File: src/rtl/dmem_arbiter_pkg.sv
// Shared definitions for the data-memory arbiter: port identifiers, arbiter
// state encodings, the response tag layout and a read-detect helper.
package dmem_arbiter_pkg;

   // Port identifiers carried in the response tag.
   localparam logic PORT_A = 1'b0;
   localparam logic PORT_B = 1'b1;

   // Arbiter state encodings.
   localparam logic [0:0] PRIO_A  = 1'b0;
   localparam logic [0:0] FORCE_B = 1'b1;

   // A request with no byte enables set is a read.
   localparam logic [3:0] WSTRB_READ = 4'b0000;

   // Response tag registered on every grant and consumed one cycle later.
   typedef struct packed {
      logic pending;
      logic port;
      logic is_read;
   } resp_tag_t;

   function automatic logic wstrb_is_read(input logic [3:0] wstrb);
      return (wstrb == WSTRB_READ);
   endfunction

endpackage

File: src/rtl/dmem_arbiter_starve_ctr.sv
// Starvation guard for the loader port: counts consecutive cycles in which
// B is requesting but losing to A, and raises force_b for one cycle once the
// count reaches STARVE_LIMIT.
module arb_starve_ctr
   import dmem_arbiter_pkg::*;
#(
   parameter int STARVE_LIMIT = 4
) (
   input  logic clk,
   input  logic rst,
   input  logic b_valid,
   input  logic b_granted,
   output logic force_b
);

   localparam logic [3:0] LIMIT = 4'(STARVE_LIMIT);

   logic [3:0] cnt_p0;
   logic [0:0] state_p0;
   logic [3:0] cnt_inc;
   logic       b_denied;
   logic       limit_hit;

   assign cnt_inc   = cnt_p0 + 4'd1;
   assign b_denied  = b_valid && !b_granted;
   assign limit_hit = b_denied && (cnt_inc == LIMIT);

   // Count denied B cycles; reaching the limit arms FORCE_B for the next cycle.
   always_ff @(posedge clk) begin
      if (rst) begin
         cnt_p0   <= 4'd0;
         state_p0 <= PRIO_A;
      end else begin
         if (!b_denied || limit_hit) begin
            cnt_p0 <= 4'd0;
         end else begin
            cnt_p0 <= cnt_inc;
         end
         state_p0 <= limit_hit ? FORCE_B : PRIO_A;
      end
   end

   assign force_b = (state_p0 == FORCE_B);

endmodule

File: src/rtl/dmem_arbiter.sv
// Shares one single-port synchronous data RAM between the CPU memory stage
// (port A, priority) and the UART/debug loader (port B). A starvation guard
// forces a B grant after a bounded wait. Each accepted access is tagged and
// its response is routed back to the originating port one cycle later.
module dmem_arbiter
   import dmem_arbiter_pkg::*;
#(
   parameter int ADDR_WIDTH   = 14,
   parameter int DATA_WIDTH   = 32,
   parameter int STARVE_LIMIT = 4
) (
   input  logic                  clk,
   input  logic                  rst,

   input  logic                  a_valid,
   output logic                  a_ready,
   input  logic [ADDR_WIDTH-1:0] a_addr,
   input  logic [DATA_WIDTH-1:0] a_wdata,
   input  logic [3:0]            a_wstrb,
   output logic                  a_rvalid,
   output logic [DATA_WIDTH-1:0] a_rdata,

   input  logic                  b_valid,
   output logic                  b_ready,
   input  logic [ADDR_WIDTH-1:0] b_addr,
   input  logic [DATA_WIDTH-1:0] b_wdata,
   input  logic [3:0]            b_wstrb,
   output logic                  b_rvalid,
   output logic [DATA_WIDTH-1:0] b_rdata,

   output logic                  mem_en,
   output logic [3:0]            mem_we,
   output logic [ADDR_WIDTH-1:0] mem_addr,
   output logic [DATA_WIDTH-1:0] mem_din,
   input  logic [DATA_WIDTH-1:0] mem_dout
);

   logic      force_b;
   logic      grant_a;
   logic      grant_b;
   logic      grant_any;
   resp_tag_t tag_p1;

   // Grants: A wins unless the guard is forcing B and B is asking; nothing
   // is granted while rst is high so no access can slip through reset.
   always_comb begin
      grant_a = 1'b0;
      grant_b = 1'b0;
      if (!rst) begin
         grant_b = b_valid && (force_b || !a_valid);
         grant_a = a_valid && !grant_b;
      end
   end

   assign grant_any = grant_a || grant_b;
   assign a_ready   = grant_a;
   assign b_ready   = grant_b;

   arb_starve_ctr #(
      .STARVE_LIMIT (STARVE_LIMIT)
   ) u_starve_ctr (
      .clk       (clk),
      .rst       (rst),
      .b_valid   (b_valid),
      .b_granted (grant_b),
      .force_b   (force_b)
   );

   // RAM drive: the granted port owns every RAM input for this cycle.
   always_comb begin
      mem_en   = grant_any;
      mem_we   = 4'b0000;
      mem_addr = '0;
      mem_din  = '0;
      if (grant_b) begin
         mem_we   = b_wstrb;
         mem_addr = b_addr;
         mem_din  = b_wdata;
      end else if (grant_a) begin
         mem_we   = a_wstrb;
         mem_addr = a_addr;
         mem_din  = a_wdata;
      end
   end

   // ---- stage p0 -> p1: tag the accepted access for the response cycle ----
   always_ff @(posedge clk) begin
      if (rst) begin
         tag_p1 <= '0;
      end else begin
         tag_p1.pending <= grant_any;
         tag_p1.port    <= grant_b ? PORT_B : PORT_A;
         tag_p1.is_read <= grant_b ? wstrb_is_read(b_wstrb) : wstrb_is_read(a_wstrb);
      end
   end

   // Response routing: RAM read data lands this cycle; writes return zero.
   always_comb begin
      a_rvalid = tag_p1.pending && (tag_p1.port == PORT_A);
      b_rvalid = tag_p1.pending && (tag_p1.port == PORT_B);
      a_rdata  = '0;
      b_rdata  = '0;
      if (a_rvalid && tag_p1.is_read) begin
         a_rdata = mem_dout;
      end
      if (b_rvalid && tag_p1.is_read) begin
         b_rdata = mem_dout;
      end
   end

endmodule

File: config.mk
export PLATFORM = sky130hd
export DESIGN_NAME = dmem_arbiter
export DESIGN_NICKNAME = d
export VERILOG_FILES = /design/src/rtl/dmem_arbiter_pkg.sv /design/src/rtl/dmem_arbiter_starve_ctr.sv /design/src/rtl/dmem_arbiter.sv
export SDC_FILE = /design/constraint.sdc
export NUM_CORES = 1
export LEC_CHECK = 0
export CAP_MARGIN = 20
export CORE_AREA = 2 2 97 99
export DETAILED_ROUTE_END_ITERATION = 12
export DIE_AREA = 0 0 99 101
export GPL_TIMING_DRIVEN = 0
export SLEW_MARGIN = 15
export SYNTH_ARGS = -nofsm -noshare
export SYNTH_HDL_FRONTEND = slang
export SYNTH_SLANG_ARGS = --single-unit
File: constraint.sdc
create_clock -name clk -period 1.7 [get_ports clk]
set_input_delay 0.17 -clock clk [delete_from_list [all_inputs] [get_ports clk]]
set_output_delay 0.17 -clock clk [all_outputs]
set_load 0.01 [all_outputs]
### Yosys cells after proc, flatten, opt, wreduce, memory -nomap -nowiden

Index checks and enable logic that the tools add are counted.
Widths: inputs -> output; s select.

| operators by class | value |
|---|---|
| add/subtract/negate cells | 1 |
| equal/unequal tests | 1 |
| mux-type cells | 13 |
| bitwise gates (word level) | 1 |
| reduce and logical (&&, ||, !) cells | 18 |

Operators by type and width:

| operator | number |
|---|---|
| $mux 32 | 4 |
| $mux 14 | 2 |
| $logic_and 1x1->1 | 8 |
| $logic_not 4->1 | 2 |
| $mux 4 | 2 |
| $mux 1 | 5 |
| $add 4x1->4 const B | 1 |
| $eq 4x3->1 const B | 1 |
| $logic_not 1->1 | 4 |
| $logic_or 1x1->1 | 3 |
| $reduce_or 2->1 | 1 |
| $not 1->1 | 1 |

| word-level totals | value |
|---|---|
| register bits after elaboration | 8 |
| output and inout bits | 119 |
| word-level logic and storage cells | 39 |

### Logic depth before layout (Yosys ltp)

| logic depth | value |
|---|---|
| word-level depth | 9 |
| mapped depth | 4 |
| mapped depth without buffers | 4 |

### Modules after synthesis

A second synthesis with hierarchy kept.

| unflattened totals | value |
|---|---|
| cell total of the unflattened synthesis | 168 |
| area total of the unflattened synthesis | 1336.3 um2 |

By module, submodules not included:

| module | instances | cells an instance | area an instance (um2) | seq. area each (um2) |
|---|---|---|---|---|
| dmem_arbiter | 1 | 151 | 1126.1 | 60.1 |
| arb_starve_ctr | 1 | 17 | 210.2 | 100.1 |

### Worst setup path after synthesis

Ideal clock, no wire load.

| path | value |
|---|---|
| kind | flip-flop to output port |
| from | register u_starve_ctr.state_p0, in the netlist u_starve_ctr.force_b |
| to | output mem_addr[10] |
| arrival | 1.149 ns |
| required time | 1.530 ns |
| slack | 0.381 ns |
| cell stages (with the launch flop) | 5 |
| buffers on the path | 1 |
| cells stage by stage | dfxtp_1 nor2b_4 nor3b_4 buf_6 a22o_1 |

| between the ends | value |
|---|---|
| elaborated cells on any way between the ends | 8 |

RTL lines:

| element | line | source |
|---|---|---|
| start, declared | dmem_arbiter_starve_ctr.sv:19 | `logic [0:0] state_p0;` |
| start signal, assigned | dmem_arbiter_starve_ctr.sv:39 | `state_p0 <= limit_hit ? FORCE_B : PRIO_A;` |
| $logic_or 1x1->1 | dmem_arbiter.sv:50 | `grant_b = b_valid && (force_b \|\| !a_valid);` |
| $logic_and 1x1->1 | dmem_arbiter.sv:50 |  |
| $mux 1 | dmem_arbiter.sv:49 | `if (!rst) begin` |
| named net b_ready | dmem_arbiter.sv:24 | `output logic b_ready,` |
| $mux 14 | dmem_arbiter.sv:75 | `if (grant_b) begin` |
| end, declared | dmem_arbiter.sv:33 | `output logic [ADDR_WIDTH-1:0] mem_addr,` |

The timed path passes the listed nets, and every way through them passes these cells.

### Worst setup path in the final report

| path | value |
|---|---|
| from | register u_starve_ctr.state_p0, in the netlist u_starve_ctr.force_b |
| to | output mem_din[5] |

| between the ends | value |
|---|---|
| longest elaborated chain between the ends | 7 |
| elaborated cells on any way between the ends | 8 |

Ends and longest elaborated chain:

| element | line | source |
|---|---|---|
| $logic_or 1x1->1 * | dmem_arbiter.sv:50 |  |
| $logic_and 1x1->1 * | dmem_arbiter.sv:50 |  |
| $logic_not 1->1 | dmem_arbiter.sv:51 | `grant_a = a_valid && !grant_b;` |
| $logic_and 1x1->1 | dmem_arbiter.sv:51 |  |
| $mux 1 | dmem_arbiter.sv:49 |  |
| $mux 32 | dmem_arbiter.sv:79 | `end else if (grant_a) begin` |
| $mux 32 * | dmem_arbiter.sv:75 |  |
| end, declared | dmem_arbiter.sv:34 | `output logic [DATA_WIDTH-1:0] mem_din,` |

Mark *: on every way between the ends. The rest lies on a longest branch, timed or not.

==> flow_summary.json <==
{
  "status": "finished, violations left",
  "violations": "negative setup slack",
  "holdWs_ns": 0.2433,
  "antenna_found_initial": 0,
  "io_pins": 255,
  "dp_cells": 533,
  "yosysSeqAreaShare_pct": 12.19,
  "required_ns": 1.53,
  "drc_errors": 0,
  "irDropWorstVdd_mv": 0.1631,
  "place_ws_ns": -0.7194,
  "wire_per_inst_um": 16.15,
  "yosys_warnings": 0,
  "io_buffers": 253,
  "async_flop_share_pct": 0,
  "dieArea_mm2": 0.009999,
  "globalplace.congestion": 0.7239,
  "grt_pass1_vias": 2287,
  "synthMuxAreaShare_pct": 0.8571,
  "tightest_slew_ns": 0.2513,
  "drive_gt1_share_pct": 25.22,
  "die_w_um": 99,
  "ys.flop_type": "dfxtp_1",
  "path_class": "flip-flop to output port",
  "hold_viol": 0,
  "synthToLayoutAreaGrowth_pct": 219.3,
  "fin_crit_sh_pct": 104.1,
  "slew_headroom_pct": 83.19,
  "clockRootBuffer": "clkbuf_8",
  "netlist.area_leader.share_pct": 33.33,
  "yosysUniqueCellTypes": 25,
  "first_pass_iters": 4,
  "cts.sinks": 8,
  "fin_cells": 559,
  "core_area_mm2": 0.008977,
  "htreeDepth": 1,
  "cp_max_fo": 7,
  "cp-end-kind": "output port",
  "maxSlewViolCount": 0,
  "netlist_area_mm2": 0.001314,
  "min_path_type": "primary input to flip-flop",
  "cap_violations": 0,
  "rows": 35,
  "clock_path_buffers": 2,
  "grt_pass1_wl_um": 12070,
  "finish.instance_area_mm2": 0.004195,
  "finalSetupViolations": 37,
  "fill_cells": 957,
  "totalWireLength_um": 9027,
  "ant_nets": 0,
  "grt_max_degree": 11,
  "setup_ws_ns": -0.06987,
  "start_util_pct": 14.63,
  "synthAdderAreaFrac_pct": 0.9524,
  "cts_tree": "done",
  "clkTransAtPathRegs_ns": 0.04,
  "vias": 2354,
  "fmax_ghz": 0.5650,
  "synthSimpleGateAreaFrac_pct": 42.10,
  "rsz0062_at_grt": "yes",
  "synth-seq-cells": 8,
  "power.leakage_nw": 2.413,
  "insertion_delay_ns": 0.23,
  "diodes": 0,
  "grt_overflow_total": 0,
  "viasPerCell": 4.211,
  "dieHeight_um": 101,
  "mostFrequentLayoutCells": "clkdlybuf4s50_1, and2_1, a22o_1, buf_2, dlygate4sd2_1",
  "synth_compound_area_share_pct": 34.67,
  "power-per-cell-area_mw_per_mm2": 271.2,
  "yosys-top-cells-area": "a22o_1, and2_1, dfxtp_1, buf_6, buf_2",
  "syn_inst": 169,
  "synth_top_family_by_area": "simple AND/OR/NAND/NOR gates",
  "cts_buffers": 3,
  "first_iter_violations": 54,
  "layout_commonest_cell": "clkdlybuf4s50_1",
  "grt_use_total_pct": 15.38,
  "syn_avg_cell_area_um2": 7.774,
  "layout.nets": 587,
  "clock_skew_ns": 0.003232,
  "critPathLaunchType": "flip-flop",
  "tns_ns": -0.7568,
  "syn_nets": 306,
  "synth_edf_count": 0,
  "worst-endpoint-arrival_ns": 1.60,
  "yosys.area.top_type": "a22o_1",
  "final.min_clock_period_ns": 1.770,
  "dpl_cell_area_mm2": 0.003985,
  "synth_xor_area_share_pct": 0.6667,
  "dpl.hpwl_um": 7518,
  "hold_buffers": 0
}
[sequential cells by signal, indices dropped and copies added (netlist names)]
name                  cells
tag_p1                    3
u_starve_ctr.cnt_p0       4
u_starve_ctr.force_b      1
[cell families (layout without fill, tap and decap cells)]
group / Yosys count / in the layout
mux: 1 / 1
compound gates: 52 / 52
xor+xnor: 1 / 1
flops: 8 / 8
buf+inv: 18 / 297
fa+ha+maj: 1 / 1
simple gates: 88 / 88
[synth_stat cells (2+ instances only)]
cell type / count
clkbuf_1: 6
nor2_1: 8
nand2_1: 2
dfxtp_1: 8
nor3b_1: 2
a22o_1: 50
and2_1: 65
nand3b_1: 2
buf_2: 6
buf_6: 5
[final cells by class]
cell class	count	area (µm²)	share of cell area (%)
Buffer	16	187.7	4.474
Clock buffer	3	41.29	0.9842
Inverter	1	3.754	0.08947
Multi-Input combinational cell	143	1061	25.29
Sequential cell	8	166.4	3.967
Tap cell	111	138.9	3.310
Timing Repair Buffer	277	2596	61.88
[final timing paths]
path / start / to / slack (ns) / depth (start not counted)
worst max-delay path: u_starve_ctr.force_b / mem_din[5] / -0.07 / 6
worst min-delay path: rst / tag_p1[2] / 0.24 / 2
worst max register to register: u_starve_ctr.force_b / tag_p1[0] / 0.42 / 4
worst min register to register: u_starve_ctr.cnt_p0[0] / u_starve_ctr.cnt_p0[0] / 0.46 / 1
[critical path, cell delays in order (launching register included)]
cell	delay, ns
dfxtp_4	0.34
buf_6	0.11
a211oi_4	0.26
buf_6	0.22
buf_6	0.14
a22o_1	0.15
buf_2	0.14
[metrics by stage]
| stage | util (%) | power, mW |
|---|---|---|
| 5_1_grt | 46.73 | 1.197 |
| 3_3_place_gp | 44.39 | 0.8852 |
| 4_1_cts | 46.17 | 1.130 |
| 2_1_floorplan | - | 0.3737 |
| 3_5_place_dp | 44.39 | 0.8886 |
| 6_report | 46.73 | 1.138 |
[layer usage]
layer / wire length, µm / track usage, % / vias up
met3: 969 / 5.201 / 2
met1: 3178 / 16.27 / 1037
li1: - / - / 1167
met5: 0 / 0 / -
met4: 8 / 0.9484 / 0
met2: 4871 / 30.56 / 148
[power by group]
part | switching, mW | internal [mW]
clock network | 0.0791 | 0.154
logic | 0.231 | 0.479
registers | 0.00396 | 0.192
[repair_timing]
action,in CTS,in global routing
setup buffers,8,10
pin swaps,7,12
resized for setup,271,93
gates cloned,7,2
setup endpoints to repair,116,76
Note: power is estimated with default switching activity, not from simulation.
